## src/rtl/mips_pkg.sv

```systemverilog
// Shared definitions for the MIPS core front end: next-PC operation
// encodings, reset/instruction-memory address constants, the NOP word
// and the branch offset helper.
package mips_pkg;

    typedef enum logic [1:0] {
        NPC_PC4    = 2'b00,
        NPC_BRANCH = 2'b01,
        NPC_J      = 2'b10,
        NPC_JR     = 2'b11
    } npc_op_e;

    localparam logic [31:0] PC_RESET_VAL = 32'h0000_3000;
    localparam logic [31:0] IM_BASE_VAL  = 32'h0000_3000;
    localparam logic [31:0] IM_TOP_VAL   = 32'h0000_6FFC;
    localparam logic [31:0] NOP          = 32'h0000_0000;

    // Sign-extended, word-scaled branch displacement.
    function automatic logic [31:0] branch_offset(input logic [15:0] imm16);
        return {{14{imm16[15]}}, imm16, 2'b00};
    endfunction

endpackage

```

## src/rtl/ifu_fd_if.sv

```systemverilog
// Fetch/decode boundary signals between the hazard unit, decode stage,
// instruction memory and ifu_fd. The D_excAdEL signal exists only when
// IFU_FD_ADEL_EN is defined.
interface ifu_fd_if;

    logic        stall;
    logic [1:0]  D_npcOp;
    logic        D_branchTaken;
    logic [31:0] D_rsData;
    logic [31:0] F_instr;
    logic [31:0] F_pc;
    logic [31:0] D_instr;
    logic [31:0] D_pc;
`ifdef IFU_FD_ADEL_EN
    logic        D_excAdEL;

    modport master (
        output stall, D_npcOp, D_branchTaken, D_rsData, F_instr,
        input  F_pc, D_instr, D_pc, D_excAdEL
    );

    modport slave (
        input  stall, D_npcOp, D_branchTaken, D_rsData, F_instr,
        output F_pc, D_instr, D_pc, D_excAdEL
    );
`else
    modport master (
        output stall, D_npcOp, D_branchTaken, D_rsData, F_instr,
        input  F_pc, D_instr, D_pc
    );

    modport slave (
        input  stall, D_npcOp, D_branchTaken, D_rsData, F_instr,
        output F_pc, D_instr, D_pc
    );
`endif

endinterface

```

## src/rtl/npc.sv

```systemverilog
// Next-PC selection. Purely combinational; branch and jump targets are
// formed from the instruction held in D, never from the one being fetched.
module npc
    import mips_pkg::*;
(
    input  logic [31:0] F_pc,
    input  logic [31:0] D_pc,
    input  logic [31:0] D_instr,
    input  logic [1:0]  D_npcOp,
    input  logic        D_branchTaken,
    input  logic [31:0] D_rsData,
    output logic [31:0] npc_next
);

    logic [31:0] w_f_pc4;
    logic [31:0] w_d_pc4;
    logic [31:0] w_br_target;
    logic [31:0] w_j_target;
    logic        w_unused_opcode;

    assign w_f_pc4     = F_pc + 32'd4;
    assign w_d_pc4     = D_pc + 32'd4;
    assign w_br_target = w_d_pc4 + branch_offset(D_instr[15:0]);
    assign w_j_target  = {D_pc[31:28], D_instr[25:0], 2'b00};

    // Opcode field is decoded elsewhere; the operation arrives on D_npcOp.
    assign w_unused_opcode = ^D_instr[31:26];

    // Select the next fetch address from the decode-stage decision.
    always_comb begin
        npc_next = w_f_pc4;
        case (npc_op_e'(D_npcOp))
            NPC_PC4:    npc_next = w_f_pc4;
            NPC_BRANCH: npc_next = D_branchTaken ? w_br_target : w_f_pc4;
            NPC_J:      npc_next = w_j_target;
            NPC_JR:     npc_next = D_rsData;
            default:    npc_next = w_f_pc4;
        endcase
    end

endmodule

```

## src/rtl/ifu_fd.sv

```systemverilog
// Instruction fetch unit with the F/D pipeline register. Holds the PC,
// advances it via npc, and latches the fetched word into D. The instruction
// in F is an architectural delay slot, so nothing is ever flushed.
// Optional fetch address-error detection: define IFU_FD_ADEL_EN.
module ifu_fd
    import mips_pkg::*;
#(
    parameter logic [31:0] PC_RESET = PC_RESET_VAL,
    parameter logic [31:0] IM_BASE  = IM_BASE_VAL,
    parameter logic [31:0] IM_TOP   = IM_TOP_VAL
)
(
    input  logic      clk,
    input  logic      reset,
    ifu_fd_if.slave   fd
);

    logic [31:0] r_pc;
    logic [31:0] r_d_instr;
    logic [31:0] r_d_pc;
    logic [31:0] w_npc;
    logic [31:0] w_fd_instr;

    npc u_npc (
        .F_pc          (r_pc),
        .D_pc          (r_d_pc),
        .D_instr       (r_d_instr),
        .D_npcOp       (fd.D_npcOp),
        .D_branchTaken (fd.D_branchTaken),
        .D_rsData      (fd.D_rsData),
        .npc_next      (w_npc)
    );

`ifdef IFU_FD_ADEL_EN
    logic r_d_adel;
    logic w_adel;

    assign w_adel     = (r_pc[1:0] != 2'b00) || (r_pc < IM_BASE) || (r_pc > IM_TOP);
    // A faulting fetch is replaced by a NOP; the flag travels alongside it.
    assign w_fd_instr = w_adel ? NOP : fd.F_instr;

    // Address-error flag follows the F/D register.
    always_ff @(posedge clk) begin
        if (reset) begin
            r_d_adel <= 1'b0;
        end else if (!fd.stall) begin
            r_d_adel <= w_adel;
        end
    end

    assign fd.D_excAdEL = r_d_adel;
`else
    logic w_unused_bounds;

    assign w_unused_bounds = ^{IM_BASE, IM_TOP};
    assign w_fd_instr      = fd.F_instr;
`endif

    // Program counter: reset dominates stall, stall freezes.
    always_ff @(posedge clk) begin
        if (reset) begin
            r_pc <= PC_RESET;
        end else if (!fd.stall) begin
            r_pc <= w_npc;
        end
    end

    // F/D pipeline register.
    always_ff @(posedge clk) begin
        if (reset) begin
            r_d_instr <= NOP;
            r_d_pc    <= '0;
        end else if (!fd.stall) begin
            r_d_instr <= w_fd_instr;
            r_d_pc    <= r_pc;
        end
    end

    assign fd.F_pc    = r_pc;
    assign fd.D_instr = r_d_instr;
    assign fd.D_pc    = r_d_pc;

endmodule

```

## src/flat_wrapper.sv

```systemverilog
// flat-port wrapper written by rule: the top's interface ports become plain ports
module ifu_fd_flat import mips_pkg::*;
#(
    parameter logic [31:0] PC_RESET = PC_RESET_VAL,
    parameter logic [31:0] IM_BASE  = IM_BASE_VAL,
    parameter logic [31:0] IM_TOP   = IM_TOP_VAL
)
  (clk, reset, fd_stall, fd_D_npcOp, fd_D_branchTaken, fd_D_rsData, fd_F_instr, fd_F_pc, fd_D_instr, fd_D_pc);
  ifu_fd_if fd_i ();
  input  logic clk;
  input  logic reset;
  input wire logic [$bits(fd_i.stall)-1:0] fd_stall;
  input wire logic [$bits(fd_i.D_npcOp)-1:0] fd_D_npcOp;
  input wire logic [$bits(fd_i.D_branchTaken)-1:0] fd_D_branchTaken;
  input wire logic [$bits(fd_i.D_rsData)-1:0] fd_D_rsData;
  input wire logic [$bits(fd_i.F_instr)-1:0] fd_F_instr;
  output wire logic [$bits(fd_i.F_pc)-1:0] fd_F_pc;
  output wire logic [$bits(fd_i.D_instr)-1:0] fd_D_instr;
  output wire logic [$bits(fd_i.D_pc)-1:0] fd_D_pc;
  assign fd_i.stall = fd_stall;
  assign fd_i.D_npcOp = fd_D_npcOp;
  assign fd_i.D_branchTaken = fd_D_branchTaken;
  assign fd_i.D_rsData = fd_D_rsData;
  assign fd_i.F_instr = fd_F_instr;
  assign fd_F_pc = fd_i.F_pc;
  assign fd_D_instr = fd_i.D_instr;
  assign fd_D_pc = fd_i.D_pc;
  ifu_fd #(.PC_RESET(PC_RESET), .IM_BASE(IM_BASE), .IM_TOP(IM_TOP)) u_core (.clk(clk), .reset(reset), .fd(fd_i));
endmodule
```

## config.mk

```make
export PLATFORM = sky130hd
export DESIGN_NAME = ifu_fd_flat
export DESIGN_NICKNAME = d
export VERILOG_FILES = /design/src/rtl/mips_pkg.sv /design/src/rtl/ifu_fd_if.sv /design/src/rtl/npc.sv /design/src/rtl/ifu_fd.sv /design/src/flat_wrapper.sv
export SDC_FILE = /design/constraint.sdc
export NUM_CORES = 1
export LEC_CHECK = 0
export CORE_UTILIZATION = 30
export DETAILED_ROUTE_END_ITERATION = 8
export SYNTH_ARGS = -nofsm -noshare
export SYNTH_HDL_FRONTEND = slang
export SYNTH_SLANG_ARGS = --single-unit
```

## constraint.sdc

```tcl
create_clock -name clk -period 2.86 [get_ports clk]
set_input_delay 0.286 -clock clk [delete_from_list [all_inputs] [get_ports clk]]
set_output_delay 0.286 -clock clk [all_outputs]
set_load 0.02 [all_outputs]
```

==> metrics.cfg <==
[status]
outcome = completed

[layout]
area_growth_pct = 35.4
instances_no_fill = 1280
nets = 1125
drive_gt1_frac = 0.0850
antenna_cells = 0

[floorplan]
die_area_um2 = 23500
rows = 54
core_region_area_um2 = 22100
start_util = 0.310
die_h_um = 153
pin_count = 166
die_x_um = 153

[synth]
ys_ff_latch = 96
yosysTopAreaCell = dfxtp_1
synth_edf_count = 0
synthArstFlopShare = 0
synth_area_um2 = 6860
synth_cell_type_count = 68
synth_area_leaders = dfxtp_1, mux2i_1, ha_1
synth_flop_cell = dfxtp_1
avgSynthCellArea_um2 = 8.19
synth_top_area_frac = 0.280
ys_seq_area_frac = 0.280
yosys_warnings = 0
syn-instance-count = 837
syn-num-nets = 966

[detailed_routing]
num_vias = 6819
drt_iter0_drc = 548
viasPerCell = 5.33
wl_per_cell_um = 18.1
dr.pass1.iters = 5
drtAntennaViolNets = 0
drt-total-wl_mm = 23.2
drcViolationCount = 0

[pwr]
p_sw_mw = 1.16
p_seq_frac = 0.394
cellLeakagePower_nw = 3.91
comb_power_share = 0.254
p_per_area_nw_per_um2 = 412
internal-power_mw = 2.66
switching_share = 0.304
ir_drop_mv = 0.304
clkPwrFrac = 0.351

[global_routing]
grt_use_met3 = 0.0508
met2_usage = 0.316
antenna_found_initial = 1
grt_overflow = 0
grt_most_used_layer = met2
grt_util_all_layers = 0.197
grt_max_degree = 95
grt_pass1_wl_mm = 36.5
use_met1 = 0.256
grt_pass1_vias = 6679

[hold_path]
hold_class = input port to flip-flop

[cts]
clk_path_buf_depth = 2
holdBufCountCts = 0
htree_num_levels = 3
cts_tree = built
insertion_delay_ns = 0.36
cts_buffers = 9
cts_root_buffer = clkbuf_16
clock_sinks = 96
clk_pin_slew_ns = 0.07

[setup_path]
worstSetupEndpoint = u_core.fd.F_pc[31]$_SDFFE_PP0N_
cp.required_ns = 3.07
path_class = flip-flop to flip-flop
startpoint = u_core.fd.D_pc[3]$_SDFFE_PP0N_
startpoint_type = flip-flop
setup.reg_to_reg.worst_slack_ns = 0.11
reg2regPathDepth = 11
cp_slowest_cell = dfxtp_1
cp.depth = 11
worstPathArrival_ns = 2.96
critPathCaptureType = flip-flop
max_stage_delay_ns = 0.34
cpMostUsedCell = ha_1
worst-path-buf-inv = 1
r2r-start = u_core.fd.D_pc[3]$_SDFFE_PP0N_
cp_top_family = compound AO/OA/AOI/OAI gates
cp_max_fo = 4
worstReg2RegEnd = u_core.fd.F_pc[31]$_SDFFE_PP0N_
cp_cell_sequence = ha_1 -> ha_1 -> inv_1 -> fa_2 -> nand2b_4 -> a21o_1 -> a31oi_4 -> a211oi_4 -> o31a_1 -> a41oi_1 -> a221oi_2

[placement]
dpl.hpwl_mm = 17.2
io_buffers = 165
place.gp.congestion = 0.929
place_inst = 1264

[timing]
finalSetupTns_ns = 0
period_share = 0.963
max_freq_mhz = 363
skew_ns = 0.00648
min_period_ns = 2.75
drv_slew = 0
slew-limit-headroom = 0.551
finalHoldViolCount = 0
worst_pin_slew_ns = 0.673
setup_viol = 0

[job]
drv_cap = 0

## registers in the layout (all words and copies together) (netlist names)
name,count
u_core.fd.D_instr,32
u_core.fd.D_pc,32
u_core.fd.F_pc,32
## routing by layer
layer,wire length (µm),share of wire,vias up
met3,1660,0.072,34
met1,10800,0.46,3194
met5,13,0.00056,-
li1,-,-,3352
met2,10400,0.45,237
met4,340,0.015,2
## stage by stage
step | utilization | area [µm²] | setup WS, ns | hold slack (ns) | total power, mW
2_1_floorplan | - | 6860 | 0.0395 | 0.430 | 2.06
3_3_place_gp | 0.404 | 8920 | 0.198 | 0.475 | 2.49
3_5_place_dp | 0.404 | 8920 | 0.143 | 0.489 | 2.50
4_1_cts | 0.418 | 9240 | 0.109 | 0.287 | 3.86
5_1_grt | 0.420 | 9280 | -0.0196 | 0.297 | 4.00
6_report | 0.420 | 9280 | 0.106 | 0.300 | 3.82
## logic make-up (layout without fill, tap and decap cells)
| family | after synthesis | after routing | share of synthesized area |
|---|---|---|---|
| buf+inv | 81 | 244 | 0.0484 |
| mux | 94 | 94 | 0.138 |
| simple gates | 260 | 260 | 0.179 |
| fa+ha+maj | 59 | 59 | 0.109 |
| xor+xnor | 37 | 37 | 0.0473 |
| compound gates | 210 | 210 | 0.199 |
| flops | 96 | 96 | 0.280 |
## worst min path at each step
stage / from / end / slack (ns) / depth (start not counted)
final: reset / u_core.fd.D_pc[25]$_SDFFE_PP0N_ / 0.30 / 2
after CTS: reset / u_core.fd.D_pc[25]$_SDFFE_PP0N_ / 0.29 / 2
after floorplan: fd_F_instr[0] / u_core.fd.D_instr[0]$_SDFFE_PP0N_ / 0.43 / 2
after global routing: reset / u_core.fd.D_pc[25]$_SDFFE_PP0N_ / 0.30 / 2
after detailed placement: u_core.fd.D_instr[29]$_SDFFE_PP0N_ / u_core.fd.D_instr[29]$_SDFFE_PP0N_ / 0.49 / 2
after global placement: u_core.fd.D_instr[26]$_SDFFE_PP0N_ / u_core.fd.D_instr[26]$_SDFFE_PP0N_ / 0.47 / 2
## layout make-up
type | count | area (µm²)
Clock buffer | 10 | 239
Clock inverter | 5 | 81.3
Fill cell | 2225 | 12800
Inverter | 25 | 93.8
Multi-Input combinational cell | 660 | 4640
Sequential cell | 96 | 1920
Tap cell | 280 | 350
Timing Repair Buffer | 204 | 1960
## power groups by stage
| stage | Combinational (mW) | Clock [mW] | Sequential (mW) |
|---|---|---|---|
| 4_1_cts | 0.970 | 1.38 | 1.51 |
| 3_3_place_gp | 0.957 | 0 | 1.54 |
| 6_report | 0.972 | 1.34 | 1.51 |
| 3_5_place_dp | 0.964 | 0 | 1.54 |
| 5_1_grt | 1.05 | 1.42 | 1.52 |
| 2_1_floorplan | 0.447 | 0 | 1.61 |
## synthesized netlist by cell type, types with 9 or more instances
| cell | n |
|---|---|
| mux2i_1 | 91 |
| nand4_1 | 19 |
| clkbuf_1 | 36 |
| o21ai_0 | 60 |
| inv_1 | 24 |
| dfxtp_1 | 96 |
| a211oi_1 | 9 |
| ha_1 | 58 |
| a21oi_1 | 63 |
| nand2_1 | 57 |
| nor2_1 | 111 |
| nor3_1 | 10 |
| xnor2_1 | 30 |
| buf_2 | 12 |
| and3_1 | 10 |
| nand3_1 | 20 |
## timing repair
action / 4_1_cts / 5_1_grt
gates resized for setup: 0 / 9
endpoints found under the setup margin: 0 / 3
buffers inserted: 0 / 1
## worst register-to-register path, delay by kind of cell (launching register included)
family / cells / cell delay (ns)
AOI/OAI and AO/OA: 6 / 1.27
adders and majority gates: 3 / 0.79
buffers and inverters: 1 / 0.06
DFF: 1 / 0.34
and+or+nand+nor: 1 / 0.16
## layout by cell type, fill, tap and decap left out, types with 8 or more instances in the layout
| cell type | n |
|---|---|
| and3_1 | 10 |
| buf_4 | 38 |
| nor2_1 | 111 |
| clkdlybuf4s50_1 | 162 |
| nor3_1 | 9 |
| ha_1 | 58 |
| dfxtp_1 | 94 |
| mux2i_1 | 91 |
| a21oi_1 | 62 |
| o21ai_0 | 59 |
| a211oi_1 | 9 |
| inv_1 | 24 |
| clkbuf_16 | 9 |
| nand3_1 | 20 |
| a21o_1 | 8 |
| nand2_1 | 57 |
| o221ai_1 | 8 |
| xnor2_1 | 30 |
| nand4_1 | 19 |
(Power assumes the default switching activity.)
